## src/rtl/uart_rx_fifo.sv

```systemverilog
// 8N1 UART receiver: two-flop synchronizer, mid-bit sampling FSM and a
// first-word-fall-through byte FIFO with sticky framing/overrun flags.
module uart_rx_fifo #(
   parameter int CLK_PER_BIT = 868,
   parameter int FIFO_WIDTH  = 4
) (
   input  logic       CLK,
   input  logic       RST,
   input  logic       UART_RX,
   output logic [7:0] rx_data,
   output logic       rx_valid,
   input  logic       rx_pop,
   output logic       frame_err,
   output logic       overrun,
   input  logic       clr_err
);

   localparam int CNT_W = $clog2(CLK_PER_BIT);
   localparam int DEPTH = 2 ** FIFO_WIDTH;
   localparam logic [CNT_W-1:0]    CNT_FULL = CNT_W'(CLK_PER_BIT - 1);
   localparam logic [CNT_W-1:0]    CNT_HALF = CNT_W'(CLK_PER_BIT / 2 - 1);
   localparam logic [FIFO_WIDTH:0] CNT_MAX  = (FIFO_WIDTH + 1)'(DEPTH);

   typedef enum logic [2:0] {S_IDLE, S_START, S_DATA, S_STOP, S_BREAK} state_t;

   logic                  r_sync1, r_sync2;
   state_t                r_state;
   logic [CNT_W-1:0]      r_cnt;
   logic [2:0]            r_bit_idx;
   logic [7:0]            r_shift;
   logic                  r_push;
   logic [7:0]            r_push_data;
   logic                  r_frame_err;
   logic [7:0]            r_mem [DEPTH];
   logic [FIFO_WIDTH-1:0] r_wr_ptr, r_rd_ptr;
   logic [FIFO_WIDTH:0]   r_count;
   logic                  r_overrun;

   logic w_rx_s, w_cnt_zero, w_full, w_pop, w_wr;

   assign w_rx_s     = r_sync2;
   assign w_cnt_zero = (r_cnt == '0);

   always_ff @(posedge CLK) begin
      if (RST) begin
         r_sync1 <= 1'b1;
         r_sync2 <= 1'b1;
      end else begin
         r_sync1 <= UART_RX;
         r_sync2 <= r_sync1;
      end
   end

   always_ff @(posedge CLK) begin
      if (RST) begin
         r_state     <= S_IDLE;
         r_cnt       <= '0;
         r_bit_idx   <= '0;
         r_shift     <= '0;
         r_push      <= 1'b0;
         r_push_data <= '0;
         r_frame_err <= 1'b0;
      end else begin
         r_push <= 1'b0;
         // NOTE: non-blocking assignments resolve last-wins, so the framing-error
         // set further down overrides this clear in the same cycle.
         if (clr_err) r_frame_err <= 1'b0;
         case (r_state)
            S_IDLE: begin
               if (!w_rx_s) begin
                  r_state <= S_START;
                  r_cnt   <= CNT_HALF;
               end
            end
            S_START: begin
               if (!w_cnt_zero) begin
                  r_cnt <= r_cnt - 1'b1;
               end else if (w_rx_s) begin
                  r_state <= S_IDLE;
               end else begin
                  r_state   <= S_DATA;
                  r_cnt     <= CNT_FULL;
                  r_bit_idx <= '0;
               end
            end
            S_DATA: begin
               if (!w_cnt_zero) begin
                  r_cnt <= r_cnt - 1'b1;
               end else begin
                  r_shift[r_bit_idx] <= w_rx_s;
                  r_cnt              <= CNT_FULL;
                  r_bit_idx          <= r_bit_idx + 3'd1;
                  if (r_bit_idx == 3'd7) r_state <= S_STOP;
               end
            end
            S_STOP: begin
               if (!w_cnt_zero) begin
                  r_cnt <= r_cnt - 1'b1;
               end else if (w_rx_s) begin
                  r_push      <= 1'b1;
                  r_push_data <= r_shift;
                  r_state     <= S_IDLE;
               end else begin
                  r_frame_err <= 1'b1;
                  r_state     <= S_BREAK;
               end
            end
            S_BREAK: begin
               if (w_rx_s) r_state <= S_IDLE;
            end
            default: r_state <= S_IDLE;
         endcase
      end
   end

   // A full FIFO still accepts a push when the head is popped in the same cycle.
   assign w_full = (r_count == CNT_MAX);
   assign w_pop  = rx_pop && (r_count != '0);
   assign w_wr   = r_push && (!w_full || w_pop);

   // NOTE: the storage array carries no reset; occupancy and pointers alone
   // decide what is visible, so stale contents are never observed.
   always_ff @(posedge CLK) begin
      if (w_wr) r_mem[r_wr_ptr] <= r_push_data;
   end

   always_ff @(posedge CLK) begin
      if (RST) begin
         r_wr_ptr  <= '0;
         r_rd_ptr  <= '0;
         r_count   <= '0;
         r_overrun <= 1'b0;
      end else begin
         if (w_wr)  r_wr_ptr <= r_wr_ptr + 1'b1;
         if (w_pop) r_rd_ptr <= r_rd_ptr + 1'b1;
         if (w_wr && !w_pop)      r_count <= r_count + 1'b1;
         else if (!w_wr && w_pop) r_count <= r_count - 1'b1;
         if (r_push && w_full && !w_pop) r_overrun <= 1'b1;
         else if (clr_err)               r_overrun <= 1'b0;
      end
   end

   assign rx_valid  = (r_count != '0);
   assign rx_data   = rx_valid ? r_mem[r_rd_ptr] : 8'h00;
   assign frame_err = r_frame_err;
   assign overrun   = r_overrun;

endmodule

```

## config.mk

```make
export PLATFORM = sky130hd
export DESIGN_NAME = uart_rx_fifo
export DESIGN_NICKNAME = d
export VERILOG_FILES = /design/src/rtl/uart_rx_fifo.sv
export SDC_FILE = /design/constraint.sdc
export NUM_CORES = 1
export LEC_CHECK = 0
export BUFFER_PORTS_ARGS = -buffer_cell sky130_fd_sc_hd__buf_4
export CAP_MARGIN = 10
export CORE_MARGIN = 2
export CORE_UTILIZATION = 50
export CTS_CLUSTER_DIAMETER = 150
export DETAILED_ROUTE_END_ITERATION = 8
export MAX_ROUTING_LAYER = met4
export PLACE_DENSITY = 0.66
export SYNTH_ARGS = -nofsm -noshare
export SYNTH_HDL_FRONTEND = slang
export SYNTH_SLANG_ARGS = --single-unit
export TNS_END_PERCENT = 10
```

## constraint.sdc

```tcl
create_clock -name CLK -period 5.15 [get_ports CLK]
set_input_delay 0.2575 -clock CLK [delete_from_list [all_inputs] [get_ports CLK]]
set_output_delay 0.2575 -clock CLK [all_outputs]
set_load 0.005 [all_outputs]
```

==> impl_results.rst <==
.. list-table::
   :header-rows: 1

   * - Metric
     - Value
   * - Outcome
     - completed
   * - Complex-gate fraction of the synthesized area
     - 6.16%
   * - Detailed Routing Iterations Pass 1
     - 5
   * - Number of endpoints failing setup at the final stage
     - 0
   * - Max Clock Freq
     - 327 MHz
   * - Buffers on Ports
     - 15
   * - Startpoint type of the worst setup path
     - register
   * - Leakage power summed over all cells
     - 2.78 nW
   * - Final instance area
     - roughly 8500 µm²
   * - GRT Overall Usage
     - 19.4%
   * - Count of flip-flops with a built-in enable after synthesis
     - roughly 130
   * - Mapped Nets
     - 536
   * - Asr flop ratio synth
     - 0%
   * - Depth of the worst register-to-register path
     - 10
   * - Count of cell types in the netlist
     - 61
   * - Transition time at the pin with the least slew margin
     - between 1 and 1.5 ns
   * - Number of register bits inferred by synthesis
     - between 150 and 200
   * - H-Tree Depth
     - 4
   * - Final hold violation count
     - 0
   * - Simple-gate share of the synthesized area
     - 9.73%
   * - Die ar.
     - approximately 16,000 µm²
   * - Power density normalized to cell area
     - 479 nW/µm²
   * - Detailed router's first-iteration violation count
     - 395
   * - Arrival time worst endpoint
     - between 3 and 4 ns
   * - Data required, critical path
     - 5.46 ns
   * - Clock tree from TritonCTS
     - yes
   * - Final Slew Violations
     - 0
   * - Cell at the root of the clock tree
     - clkbuf_16
   * - Core Region
     - 15,000 µm²
   * - Post-DR wirelength/cell
     - 19.5 µm
   * - Final setup TNS
     - 0 ns
   * - Critical path destination
     - r_count[4]
   * - Vias/cell
     - approximately 5.8
   * - Number of diodes
     - 0
   * - Critical R2R Launch
     - r_count[0]
   * - Critical Path Sink Type
     - register
   * - Number of instances resized during post-cts repair
     - 0
   * - Peak supply drop
     - ~0.00033 V
   * - Startpoint of the worst setup timing path
     - r_count[0]
   * - Top-level I/O count
     - 16
   * - Post-route fraction of the period consumed by the critical path
     - 59.3%
   * - Final weighted congestion in routability-driven placement
     - 0.847
   * - Final-stage net count
     - 551
   * - Worst rel slew slack
     - 25.1%
   * - Number of standard cells after synthesis
     - a little over 500
   * - Clk pin slew, worst setup/hold paths
     - around 0.070 ns
   * - Final HPWL from detailed placement
     - 9060 µm
   * - Starting utilization of the core area
     - approximately half
   * - Setup Fix Bufs, Post-CTS
     - 0
   * - Setup repair after global routing missed its margin
     - false
   * - Layout Utilization
     - 56.4%
   * - Max-cap violations
     - 0
   * - Std-Cell Rows
     - 45
   * - Mapped Area
     - 7600 µm²
   * - Wire length of the first global-routing pass
     - 22,900 µm
   * - Largest net degree at the start of global routing
     - 56
   * - Detailed-route via count
     - 4,266
   * - Detailed-route wire length
     - 14,300 µm
   * - Most instantiated flip-flop cell in the synthesis netlist
     - edfxtp_1
   * - Later-pin clock latency in the skew report
     - 0.42 ns
   * - DR DRC count
     - 0
   * - Antenna violations before repair
     - 0
   * - Crit path max fanout
     - 6
   * - Worst r2r dst
     - r_count[4]
   * - Yosys warns
     - 0
   * - Per-instance average area after synthesis
     - 14.7 µm²
   * - Mux share of post-synthesis cell area
     - 13.3%
   * - Final setup skew
     - 0.00973 ns
   * - Category of the critical setup timing path
     - reg -> reg
   * - Largest family of logic cells by synthesized area
     - multiplexers
   * - Post-synthesis to final-layout area growth
     - 11.6%
   * - Total CTS buffers
     - 17
   * - Aggregate global routing overflow
     - 0
   * - Share of final-layout standard cells stronger than drive strength 1
     - 18.7%
   * - Shortest clock period the worst path allows after layout
     - roughly 3.1 ns
   * - Post-Synth XOR/XNOR Area
     - under 10%
   * - Chip height
     - 127 µm
   * - Sinks on Clock Net
     - 182
   * - Deepest clock path buffer count
     - 2
   * - Post-synthesis adder-cell area fraction
     - 2.40%
   * - Die width
     - 127 µm
   * - Placement-stage cell area
     - 7830 µm²
   * - Share of the yosys chip area belonging to registers
     - 64.8%
   * - Hold Crit Class
     - in -> reg
   * - Via count of the first global-routing pass
     - 4,329
   * - FF-to-FF setup slack
     - 2.10 ns
   * - Number of nets with antenna violations after routing
     - 0
-- layout by cell type (no fill, tap or decap), types with 2 or more instances in the layout --
cell | Yosys | layout
o21ai_0 | 9 | 9
nand4_1 | 6 | 6
dfxtp_2 | 0 | 2
nand2_1 | 27 | 27
a31oi_1 | 5 | 5
or2_2 | 3 | 3
xor2_1 | 6 | 6
dfxtp_1 | 54 | 52
a21o_1 | 3 | 3
clkinv_4 | 0 | 4
a211oi_1 | 2 | 2
clkbuf_1 | 14 | 2
inv_1 | 12 | 12
nand2b_1 | 8 | 8
a21oi_1 | 21 | 21
nand3_1 | 4 | 4
nor4_1 | 5 | 5
mux2i_1 | 28 | 28
nor4_4 | 2 | 2
and3_1 | 2 | 2
nor2_1 | 61 | 61
clkinv_1 | 0 | 2
edfxtp_1 | 128 | 128
buf_4 | 0 | 19
xnor2_1 | 3 | 3
nor3_1 | 13 | 13
nor2b_1 | 4 | 4
o21a_1 | 2 | 2
o22ai_1 | 8 | 8
clkbuf_16 | 0 | 17
bufinv_16 | 0 | 5
mux4_2 | 32 | 32
o41ai_1 | 2 | 2
ha_1 | 13 | 13
-- metal layers --
metal	global-route usage, %	up-vias	share of wire, %
met5	-	-	0
met4	7.18	0	1.9
met3	3.48	19	5.1
met2	29.6	103	47
met1	26.4	2135	46
li1	-	2009	-
-- cell families (layout without fill, tap and decap cells) --
kind of cell | count (synthesis) | count (layout)
buf+inv | 37 | 65
mux | 61 | 61
simple gates | 146 | 146
compound gates | 68 | 68
xor+xnor | 9 | 9
flops | 182 | 182
fa+ha+maj | 14 | 14
-- sequential cells by signal, summed over array words and instances, names as in the netlist, 3 cells and up, named ones only --
| name | count |
|---|---|
| r_bit_idx | 3 |
| r_cnt | 10 |
| r_count | 5 |
| r_mem | 128 |
| r_push_data | 8 |
| r_rd_ptr | 4 |
| r_shift | 8 |
| r_state | 3 |
| r_wr_ptr | 4 |
-- final cells by class --
class / count / area (µm²)
clock buffers: 19 / 433
clock inverters: 13 / 205
fillers: 1162 / 6550
inverters: 12 / 45.0
multi-input cells: 298 / 2480
flip-flops and latches: 182 / 4930
well taps: 188 / 235
repair buffers: 21 / 158
-- worst min-delay path by stage --
| stage | from | end | slack [ns] | cells after the start |
|---|---|---|---|---|
| 2_1_floorplan | UART_RX | r_sync1 | 0.36 | 1 |
| 3_3_place_gp | r_sync1 | r_sync2 | 0.39 | 1 |
| 3_5_place_dp | r_sync1 | r_sync2 | 0.39 | 1 |
| 4_1_cts | clr_err | overrun | 0.10 | 3 |
| 5_1_grt | clr_err | overrun | 0.13 | 3 |
| 6_report | clr_err | overrun | 0.12 | 3 |
-- per-stage QoR --
| stage | total power (W) | setup slack, ns | instances | hold slack, ns |
|---|---|---|---|---|
| finish | 0.00406 | 2.10 | 733 | 0.117 |
| global route | 0.00427 | 1.81 | 733 | 0.129 |
| CTS | 0.00409 | 2.09 | 732 | 0.102 |
| detailed placement | 0.00271 | 2.09 | 699 | 0.393 |
| global placement | 0.00269 | 2.19 | 699 | 0.393 |
| floorplan | 0.00249 | 2.38 | 517 | 0.361 |
-- worst max-delay path, cell delays in order (launching register included) --
cell and delay [ns]:
dfxtp_1 0.34, nor4_1 0.55, nand2b_1 0.25, nand2_1 0.21, ha_1 0.23, inv_1 0.11, ha_1 0.34, a21o_1 0.19
a21oi_1 0.17, mux2i_1 0.21, mux2_2 0.34
-- synthesized netlist by cell type, drive strengths merged, types with 11 or more instances --
master    n  area share [%]
dfxtp    54              14
nor3     13            0.86
a21oi    22             1.5
ha       13             2.1
mux4     32             9.5
mux2i    28             3.7
clkbuf   17             1.2
edfxtp  128              51
o21ai    11            0.77
nand2    27             1.3
inv      12            0.59
nor2     62             3.2
-- timing repair --
action                     4_1_cts  5_1_grt
hold buffers                     1        0
setup endpoints to repair        0        0
hold endpoints to repair         1        0
-- where the power goes --
part | switching [W] | internal, W | total [W]
registers | 0.000120 | 0.00161 | 0.00173
logic | 0.000507 | 0.000444 | 0.000950
clock network | 0.000526 | 0.000860 | 0.00139
Note: power is estimated with default switching activity, not from simulation.
